<file path="config.mk">
export PLATFORM = sky130hd
export DESIGN_NAME = mp_rsf_pipe
export DESIGN_NICKNAME = d
export VERILOG_FILES = /design/src/rtl/mp_pkg.sv /design/src/rtl/mp_rsf_stage.sv /design/src/rtl/mp_rsf_pipe.sv
export SDC_FILE = /design/constraint.sdc
export NUM_CORES = 1
export LEC_CHECK = 0
export CORE_MARGIN = 2
export CORE_UTILIZATION = 32
export CTS_BUF_LIST = sky130_fd_sc_hd__clkbuf_8
export CTS_CLUSTER_SIZE = 20
export DETAILED_ROUTE_END_ITERATION = 16
export SLEW_MARGIN = 20
export SYNTH_ARGS = -nofsm -noshare
export SYNTH_HDL_FRONTEND = slang
export SYNTH_HIERARCHICAL = 1
export SYNTH_SLANG_ARGS = --single-unit
</file>
<file path="constraint.sdc">
create_clock -name clk -period 3.9 [get_ports clk]
set_input_delay 1.17 -clock clk [delete_from_list [all_inputs] [get_ports clk]]
set_output_delay 1.17 -clock clk [all_outputs]
set_load 0.01 [all_outputs]
</file>
<file path="src/rtl/mp_pkg.sv">
`default_nettype none
// +----------------------------------------------------------------------------+
// | mp_pkg : shared types for the mp_rsf_pipe right-shift pipeline.            |
// | Optional rounding macro: MP_RSF_ROUND_EN.                                  |
// | Revision: 1.0                                                              |
// +----------------------------------------------------------------------------+
package mp_pkg;

  localparam int unsigned MP_N = 16;
  localparam int unsigned MP_S = 4;

  // Register stages between input accept and out_valid.
  function automatic int unsigned mp_stage_count(input int unsigned s);
`ifdef MP_RSF_ROUND_EN
    return s + 1;
`else
    return s;
`endif
  endfunction

  typedef struct packed {
    logic [MP_N-1:0] data;
    logic [MP_S-1:0] shamt;
    logic            round;
    logic            valid;
  } mp_payload_t;

endpackage
`default_nettype wire

</file>
<file path="src/rtl/mp_rsf_stage.sv">
`default_nettype none
// +----------------------------------------------------------------------------+
// | mp_rsf_stage : one registered stage, conditional right shift by 2**I.      |
// | Revision: 1.0                                                              |
// +----------------------------------------------------------------------------+
module mp_rsf_stage
  import mp_pkg::*;
#(
  parameter int unsigned N     = MP_N,
  parameter int unsigned S     = MP_S,
  parameter int unsigned I     = 0,
  parameter bit          ARITH = 1'b1
) (
  input  logic        clk,
  input  logic        rst,
  input  logic        en,
  input  mp_payload_t payload_i,
  output mp_payload_t payload_o
);

  localparam int unsigned SH = 1 << I;

  logic        w_fill;
  logic        w_out_bit;
  logic [N-1:0] w_shifted;
  mp_payload_t payload_d;
  mp_payload_t payload_q;

  // An arithmetic shift never alters the MSB, so it still holds the original sign.
  assign w_fill    = ARITH ? payload_i.data[N-1] : 1'b0;
  assign w_shifted = (payload_i.data >> SH) | ({N{w_fill}} & ~({N{1'b1}} >> SH));

  if (SH >= N) begin : g_wide
    assign w_out_bit = w_fill;
  end else begin : g_narrow
    assign w_out_bit = payload_i.data[SH-1];
  end

  always_comb begin
    payload_d = payload_i;
    if (payload_i.shamt[I]) begin
      payload_d.data  = w_shifted;
      payload_d.round = w_out_bit;
    end
  end

  always_ff @(posedge clk) begin
    if (rst) begin
      payload_q <= '0;
    end else if (en) begin
      payload_q <= payload_d;
    end
  end

  assign payload_o = payload_q;

endmodule
`default_nettype wire

</file>
<file path="src/rtl/mp_rsf_pipe.sv">
`default_nettype none
// +----------------------------------------------------------------------------+
// | mp_rsf_pipe : pipelined dynamic right shifter c = a >> b, valid/ready.     |
// | Optional macro MP_RSF_ROUND_EN adds a round-half-up output stage.          |
// | Revision: 1.0                                                              |
// +----------------------------------------------------------------------------+
module mp_rsf_pipe
  import mp_pkg::*;
#(
  parameter int unsigned N     = MP_N,
  parameter int unsigned S     = MP_S,
  parameter bit          ARITH = 1'b1
) (
  input  logic         clk,
  input  logic         rst,
  input  logic         in_valid,
  output logic         in_ready,
  input  logic [N-1:0] in_a,
  input  logic [S-1:0] in_b,
  output logic         out_valid,
  input  logic         out_ready,
  output logic [N-1:0] out_c
);

  logic        w_en;
  mp_payload_t w_stage [0:S];

  // One global enable: the whole pipe moves or the whole pipe holds.
  assign w_en     = ~out_valid | out_ready;
  assign in_ready = w_en;

  assign w_stage[0] = '{data: in_a, shamt: in_b, round: 1'b0, valid: in_valid};

  for (genvar gi = 0; gi < S; gi++) begin : g_stage
    mp_rsf_stage #(
      .N     (N),
      .S     (S),
      .I     (gi),
      .ARITH (ARITH)
    ) u_stage (
      .clk       (clk),
      .rst       (rst),
      .en        (w_en),
      .payload_i (w_stage[gi]),
      .payload_o (w_stage[gi+1])
    );
  end

`ifdef MP_RSF_ROUND_EN
  logic [N-1:0] out_c_d;
  logic [N-1:0] out_c_q;
  logic         out_valid_q;
  logic         unused_bits;

  // Cannot overflow: any nonzero shift leaves headroom for the +1.
  assign out_c_d = w_stage[S].data + {{(N-1){1'b0}}, w_stage[S].round};

  always_ff @(posedge clk) begin
    if (rst) begin
      out_c_q     <= '0;
      out_valid_q <= 1'b0;
    end else if (w_en) begin
      out_c_q     <= out_c_d;
      out_valid_q <= w_stage[S].valid;
    end
  end

  assign out_c       = out_c_q;
  assign out_valid   = out_valid_q;
  assign unused_bits = ^w_stage[S].shamt;
`else
  logic unused_bits;

  assign out_c       = w_stage[S].data;
  assign out_valid   = w_stage[S].valid;
  assign unused_bits = ^{w_stage[S].shamt, w_stage[S].round};
`endif

endmodule
`default_nettype wire

</file>
; After elaboration in Yosys (flattened, before gate mapping)
; Cells that the tools add are included.
[totals]
register_bits = 80
latchBits = 0
ramBits = 0
rom_bits = 0
input_bits = 24
out_inout_bits = 18
wordCells = 21
n_memories = 0
[op_classes]
n_addsub = 0
mul = 0
div = 0
order_cmp = 0
eq_ne = 0
shift = 0
muxes = 4
bitwise = 6
n_reduce_logical = 0
[ops]
columns = operator, count
row1 = two-way mux 16 bit, 4
row2 = bitwise OR 12 x 16 -> 16 bit, 1
row3 = bitwise OR 14 x 16 -> 16 bit, 1
row4 = bitwise OR 15 x 16 -> 16 bit, 1
row5 = bitwise OR 8 x 16 -> 16 bit, 1
row6 = inverter 1 bit, 1
row7 = bitwise OR 1 bit, 1

; Depth between registers and ports, before layout
; Gate-level depths: netlist (run 1).
[logic_depth]
ltp_word = 2
ltp_mapped = 5
depth_no_buf = 3

; Modules after synthesis
; The synthesis (run 1) kept the hierarchy.
[modules_own_cells]
columns = module, n_inst, cells_per_inst, area_each_um2, seq_area_each_um2
row1 = mp_rsf_stage (g_stage[0].u_stage ...), 2, 90, 927.1, 440.4
row2 = mp_rsf_stage (g_stage[2].u_stage), 1, 91, 938.4, 440.4
row3 = mp_rsf_stage (g_stage[3].u_stage), 1, 91, 915.9, 440.4
row4 = mp_rsf_pipe, 1, 2, 10.0, 0.0

; Worst setup path after synthesis (run 1)
; Ideal clock, no wire load.
[synth_timing]
path_kind = input -> output
from = in out_ready
to = out in_ready
arrival_ps = 1406
required_time_ps = 2730
slack_ps = 1324
cell_stages = 1
n_path_buf = 0
cell_sequence = nand2b_1
[synth_via]
elab_chain_cells = 1
[synth_lines]
columns = item, line
row1 = start: declaration, mp_rsf_pipe.sv:21  ; input logic out_ready,
row2 = bitwise OR 1 bit, mp_rsf_pipe.sv:29  ; assign w_en = ~out_valid | out_ready;
row3 = end: declaration, mp_rsf_pipe.sv:17  ; output logic in_ready,
; Every way passes these cells.

; Worst setup path in the final report (run 1)
; Same ends and word-level chain as after synthesis.

==> key figures, run 1 <==
Run status
  – Outcome: finished clean

Global routing
  – Gr usage total: 10.7%
  – Pin count of the biggest net entering global routing: just over 80
  – First-pass GRT wire length: between 9 and 10 mm
  – Total congestion overflow: 0
  – Vias in the first global route: around 1,900
  – Antenna violations before repair: 0

Min path
  – Worst min path class: reg2reg
  – Hold Startpoint: g_stage[1].u_stage/payload_o[9]

Logic synthesis
  – Post-Syn Nets: about 340
  – Synthesized instance count: between 300 and 400
  – Synth warnings: 6
  – Synth Area per Inst: roughly 10 µm²
  – Synthesized cell area: around 3200 µm²

Placement
  – Port buffer count: approximately 40
  – Placed cells: 462
  – Pre-CTS WS: between 0.4 and 0.5 ns
  – Final RePlAce weighted congestion: between 0.7 and 0.8
  – Dpl hpwl: around 3.7 mm

Critical path
  – CP Launch Type: primary input
  – Crit path DAT: roughly 2.3 ns
  – Source of the worst register-to-register timing path: g_stage[3].u_stage/payload_o[0]
  – CP peak stage delay: about 0.53 ns
  – Endpoint type of the worst setup path: output port
  – Crit path required time: around 2.7 ns
  – Crit Path Category: in2out
  – CP max stage cell: clkdlybuf4s50_1
  – Crit-path cells: clkdlybuf4s50_1 -> nand2b_4 -> clkdlybuf4s50_1
  – WP buf/inv: 2
  – Crit Path Max Fanout: 2
  – CP Launch Point: out_ready
  – Most frequent CP cell: clkdlybuf4s50_1
  – CP delay by family, top: buffers and inverters

Timing
  – Fin crit share: between 80% and 90%
  – Fin worst setup slack: ~0.47 ns
  – Time the worst path needs with I/O delays and setup: between 3 and 4 ns
  – Skew final: 0.00755 ns
  – Setup violators final: 0
  – Slew HR: around 43%
  – Min Hold Slack: between 0.4 and 0.5 ns
  – Final setup TNS: 0 ns
  – Final hold viol count: 0
  – Slew Viols, Final: 0
  – Worst-Margin Slew: 0.853 ns
  – RSZ-0062 raised after global routing: no
  – Maximum clock frequency: 292 MHz

Routing
  – Wire per inst: between 10 and 15 µm
  – Vias/cell: 4.55
  – DR iter-0 viols: 84
  – Routed wire length: 5.67 mm
  – Via count: ~2,200
  – Number of routed nets with antenna violations: 0
  – # DRC: 0
  – Router iterations before antenna repair: 4

Clocking
  – Htree depth: 3
  – Clk Latency, worst-skew pair: 0.35 ns
  – Clk pin slew, worst setup/hold paths: around 0.060 ns
  – Hold_buf cts: 0
  – CTS tree: yes
  – Gates resized, CTS repair: 0
  – Clock sinks: between 70 and 80
  – Post-CTS Setup Repair Bufs: 0
  – Clk buf depth: 2
  – CTS Buf Count: 9
  – CTS root buf: clkbuf_8

Power and ir drop
  – LEAKAGE: around 1.5 nW
  – Final Total Pwr: about 1.4 mW
  – Peak supply drop: 0.000165 V
  – P per Cell Area: slightly below 400 nW/µm²

Cells and area
  – Ant diodes: 0
  – Max reg flops: between 70 and 80
  – Commonest non-fill, non-tap cells in the layout: 74 x nor2_1, 74 x dfxtp_1, 62 x mux2i_1
  – Area Overhead vs Synth: 15.7%
  – Share of layout cells above drive strength 1: under 10%
  – Layout Cells excl Fill: approximately 480
  – NumNets Final: roughly 360

Floorplanning
  – Chip Height: about 100 µm
  – CORE AREA: between 9000 and 10,000 µm²
  – Starting Density: 32.9%
  – Row cnt: 36
  – Die area: 10,900 µm²
  – Die width: between 100 and 150 µm
  – I/O Pins: 42

Run
  – Max-Cap Viols: 0
worst reg2reg max path, delay by kind of cell, from the launching register on:
| kind | cells | cell delay, ns |
|---|---|---|
| simple gates | 2 | 0.13 |
| flops | 1 | 0.36 |
| mux | 1 | 0.26 |
| buf+inv | 2 | 1.24 |
report_power, final:
part	switching (mW)	internal (mW)	leakage [nW]
clock network	0.261	0.218	0.0910
logic	0.0530	0.0767	0.783
registers	0.0351	0.795	0.607
total	0.349	1.09	1.48
metal layers:
| layer | vias up | global-route usage (%) | routed length (µm) |
|---|---|---|---|
| met3 | 11 | 4.82 | 305 |
| met5 | - | 0 | 0 |
| met2 | 51 | 14.9 | 2140 |
| li1 | 1174 | - | - |
| met4 | 0 | 3.19 | 75 |
| met1 | 934 | 14.8 | 3140 |
layout make-up:
| class | instances | area, µm² |
|---|---|---|
| multi-input combinational | 211 | 1490 |
| sequential | 74 | 1480 |
| clock inverter | 6 | 27.5 |
| clock buffer | 9 | 124 |
| fill | 1060 | 6060 |
| tap | 133 | 166 |
| timing repair buffer | 44 | 428 |
per-stage QoR:
stage | utilization [%] | cell area [µm²]
global route | 38.0 | 3710
global placement | 36.5 | 3560
CTS | 38.0 | 3710
finish | 38.0 | 3710
detailed placement | 36.5 | 3560
floorplan | - | 3210
final timing paths:
check,endpoint,slack [ns],cells after the start
max,in_ready,0.47,3
min,g_stage[1].u_stage/payload_o[9],0.48,2
max reg2reg,g_stage[0].u_stage/payload_o[3],1.77,5
min reg2reg,g_stage[1].u_stage/payload_o[9],0.48,2
Power figures use the tool's default switching activity.
==> run 2, diff against run 1 <==
--- a/config.mk
+++ b/config.mk
@@ -6,10 +6,11 @@
 export NUM_CORES = 1
 export LEC_CHECK = 0
 export CORE_MARGIN = 2
-export CORE_UTILIZATION = 32
+export CORE_UTILIZATION = 50
 export CTS_BUF_LIST = sky130_fd_sc_hd__clkbuf_8
 export CTS_CLUSTER_SIZE = 20
 export DETAILED_ROUTE_END_ITERATION = 16
+export PLACE_DENSITY = 0.72
 export SLEW_MARGIN = 20
 export SYNTH_ARGS = -nofsm -noshare
 export SYNTH_HDL_FRONTEND = slang
==> constraint.sdc (replaced) <==
create_clock -name clk -period 4.2 [get_ports clk]
set_input_delay 1.26 -clock clk [delete_from_list [all_inputs] [get_ports clk]]
set_output_delay 1.26 -clock clk [all_outputs]
set_load 0.01 [all_outputs]
==> key figures, run 2 (synthesis results as in run 1) <==
Cells and area
  – Register area: 1480 µm² (unchanged)
  – Area of the multi-input gates: 1490 µm² (unchanged)
  – Share of layout cells above drive strength 1: 6.38% (-0.019 points)
  – Commonest non-fill, non-tap cells in the layout: 74 x nor2_1, 74 x dfxtp_1, 62 x mux2i_1
  – Fill count: 571 (-46%)
  – NumNets Final: 364 (unchanged)
  – Ant diodes: 0 (unchanged)
  – Max reg flops: 74 (unchanged)
  – Area Overhead vs Synth: 14.9%

Power and ir drop
  – Net Sw Frac: 22.7% (-1.6 points)
  – Sequential share of power: 53.7% (-4.0 points)
  – Psw: 0.325 mW (-6.6%)
  – P per Cell Area: 389 nW/µm² (+0.38%)
  – P_int: 1.11 mW (+1.8%)
  – Clk pwr share: 38.0% (+4.8 points)
  – Logic pwr share: 8.3% (-0.7 points)
  – LEAKAGE: 1.50 nW (+1.5%)
  – Peak supply drop: 0.000197 V (+20%)

Global routing
  – Pin count of the biggest net entering global routing: 103 (+27%)
  – Gr usage total: 16.1% (+5.3 points)
  – Vias in the first global route: 2,036 (+5.7%)
  – Met2 Use GR: 24.7% (+9.7 points)
  – First-pass GRT wire length: 9.34 mm (-0.81%)
  – Total congestion overflow: 0 (unchanged)
  – GRT busiest layer: met2
  – Met3 Use GR: 3.24% (-1.6 points)
  – Antenna violations before repair: 0 (unchanged)
  – Met1 Use GR: 21.1% (+6.3 points)

Critical path
  – CP Launch Type: primary input
  – Crit path required time: 2.94 ns (+0.21 ns)
  – Crit Path Category: in2out
  – Crit Path Max Fanout: 2 (unchanged)
  – Crit path DAT: 2.34 ns (+0.08 ns)
  – Endpoint type of the worst setup path: output port

Routing
  – Number of routed nets with antenna violations: 0 (unchanged)
  – Router iterations before antenna repair: 4 (unchanged)
  – # DRC: 0 (unchanged)
  – DR iter-0 viols: 88 (+4.8%)
  – Wire per inst: 12.8 µm (+7.4%)
  – Via count: 2,171 (+0.046%)
  – Routed wire length: 5.38 mm (-5.0%)
  – Vias/cell: 5.14 (+13%)

Clocking
  – CTS Buf Count: 9 (unchanged)
  – CTS root buf: clkbuf_8
  – Hold_buf cts: 0 (unchanged)
  – Htree depth: 3 (unchanged)
  – Post-CTS Setup Repair Bufs: 0 (unchanged)
  – Clk pin slew, worst setup/hold paths: 0.07 ns (about the same)
  – CTS tree: yes
  – Clock sinks: 74 (unchanged)
  – Clk buf depth: 2 (unchanged)
  – Gates resized, CTS repair: 0 (unchanged)
  – Clk Latency, worst-skew pair: 0.35 ns (about the same)

Floorplanning
  – CORE AREA: 6280 µm² (-36%)
  – Chip Height: 84.1 µm (-19%)
  – Row cnt: 29 (-19%)
  – I/O Pins: 42 (unchanged)
  – Starting Density: 51.2% (+18 points)
  – Die width: 84.1 µm (-19%)
  – Die area: 7080 µm² (-35%)

Placement
  – Dpl hpwl: 3.53 mm (-3.4%)
  – Final RePlAce weighted congestion: 0.722 (+2.3%)
  – Port buffer count: 41 (unchanged)

Timing
  – Skew final: 0.00749 ns (-0.0000609 ns)
  – Fin crit share: around 86%
  – Worst-Margin Slew: 1.02 ns (+0.166 ns)
  – Final hold viol count: 0 (unchanged)
  – Maximum clock frequency: about 280 MHz
  – RSZ-0062 raised after global routing: no
  – Final setup TNS: 0 ns (unchanged)
  – Min Hold Slack: 0.483 ns (+0.00269 ns)
  – Slew Viols, Final: 0 (unchanged)
  – Setup violators final: 0 (unchanged)
  – Slew HR: 32.1% (-11 points)
  – Time the worst path needs with I/O delays and setup: 3.60 ns

Min path
  – Worst min path class: reg2reg

Run status
  – Outcome: finished clean

Run
  – Max-Cap Viols: 0 (unchanged)
[run 2: critical path, stage by stage]
cell             delay (ns)
clkdlybuf4s50_1        0.45
nand2b_4               0.11
clkdlybuf4s50_1        0.52
[run 2: path summary, 6_finish.rpt]
check                                                 startpoint                          endpoint  slack [ns]  cells after the start
worst max-delay path                                   out_ready                          in_ready        0.60                      3
worst min-delay path            g_stage[3].u_stage/payload_o[17]  g_stage[3].u_stage/payload_o[17]        0.48                      2
worst max register to register   g_stage[3].u_stage/payload_o[0]  g_stage[2].u_stage/payload_o[18]        2.07                      5
worst min register to register  g_stage[3].u_stage/payload_o[17]  g_stage[3].u_stage/payload_o[17]        0.48                      2
[run 2: layer usage]
| metal | wire length (µm) | vias to the layer above | share of wire [%] |
|---|---|---|---|
| met3 | 215 | 9 | 4.0 |
| met1 | 2760 | 929 | 51 |
| met2 | 2280 | 45 | 42 |
| li1 | - | 1188 | - |
| met5 | 0 | - | 0 |
| met4 | 120 | 0 | 2.2 |
[run 2: stage by stage]
stage               setup slack, ns  power [mW]  utilization, %  area (µm²)  instances
floorplan                      1.44       0.865               -        3210        317
global placement              0.584       0.903            55.7        3490        406
detailed placement            0.592       0.907            55.7        3490        406
CTS                           0.592        1.45            58.8        3690        422
global route                  0.568        1.49            58.8        3690        422
finish                        0.595        1.43            58.8        3690        422
[run 2: power groups by stage]
stage / Sequential [mW] / Clock (mW) / Combinational (mW)
floorplan: 0.775 / 0 / 0.0900
global placement: 0.786 / 0 / 0.118
detailed placement: 0.787 / 0 / 0.120
CTS: 0.771 / 0.557 / 0.121
global route: 0.776 / 0.586 / 0.132
finish: 0.771 / 0.545 / 0.119
[run 2: cell type report]
class / count / share of cell area [%]
multi-input combinational: 211 / 40.3
sequential: 74 / 40.1
timing repair buffer: 44 / 11.6
clock buffer: 11 / 4.10
tap: 77 / 2.61
clock inverter: 5 / 1.25
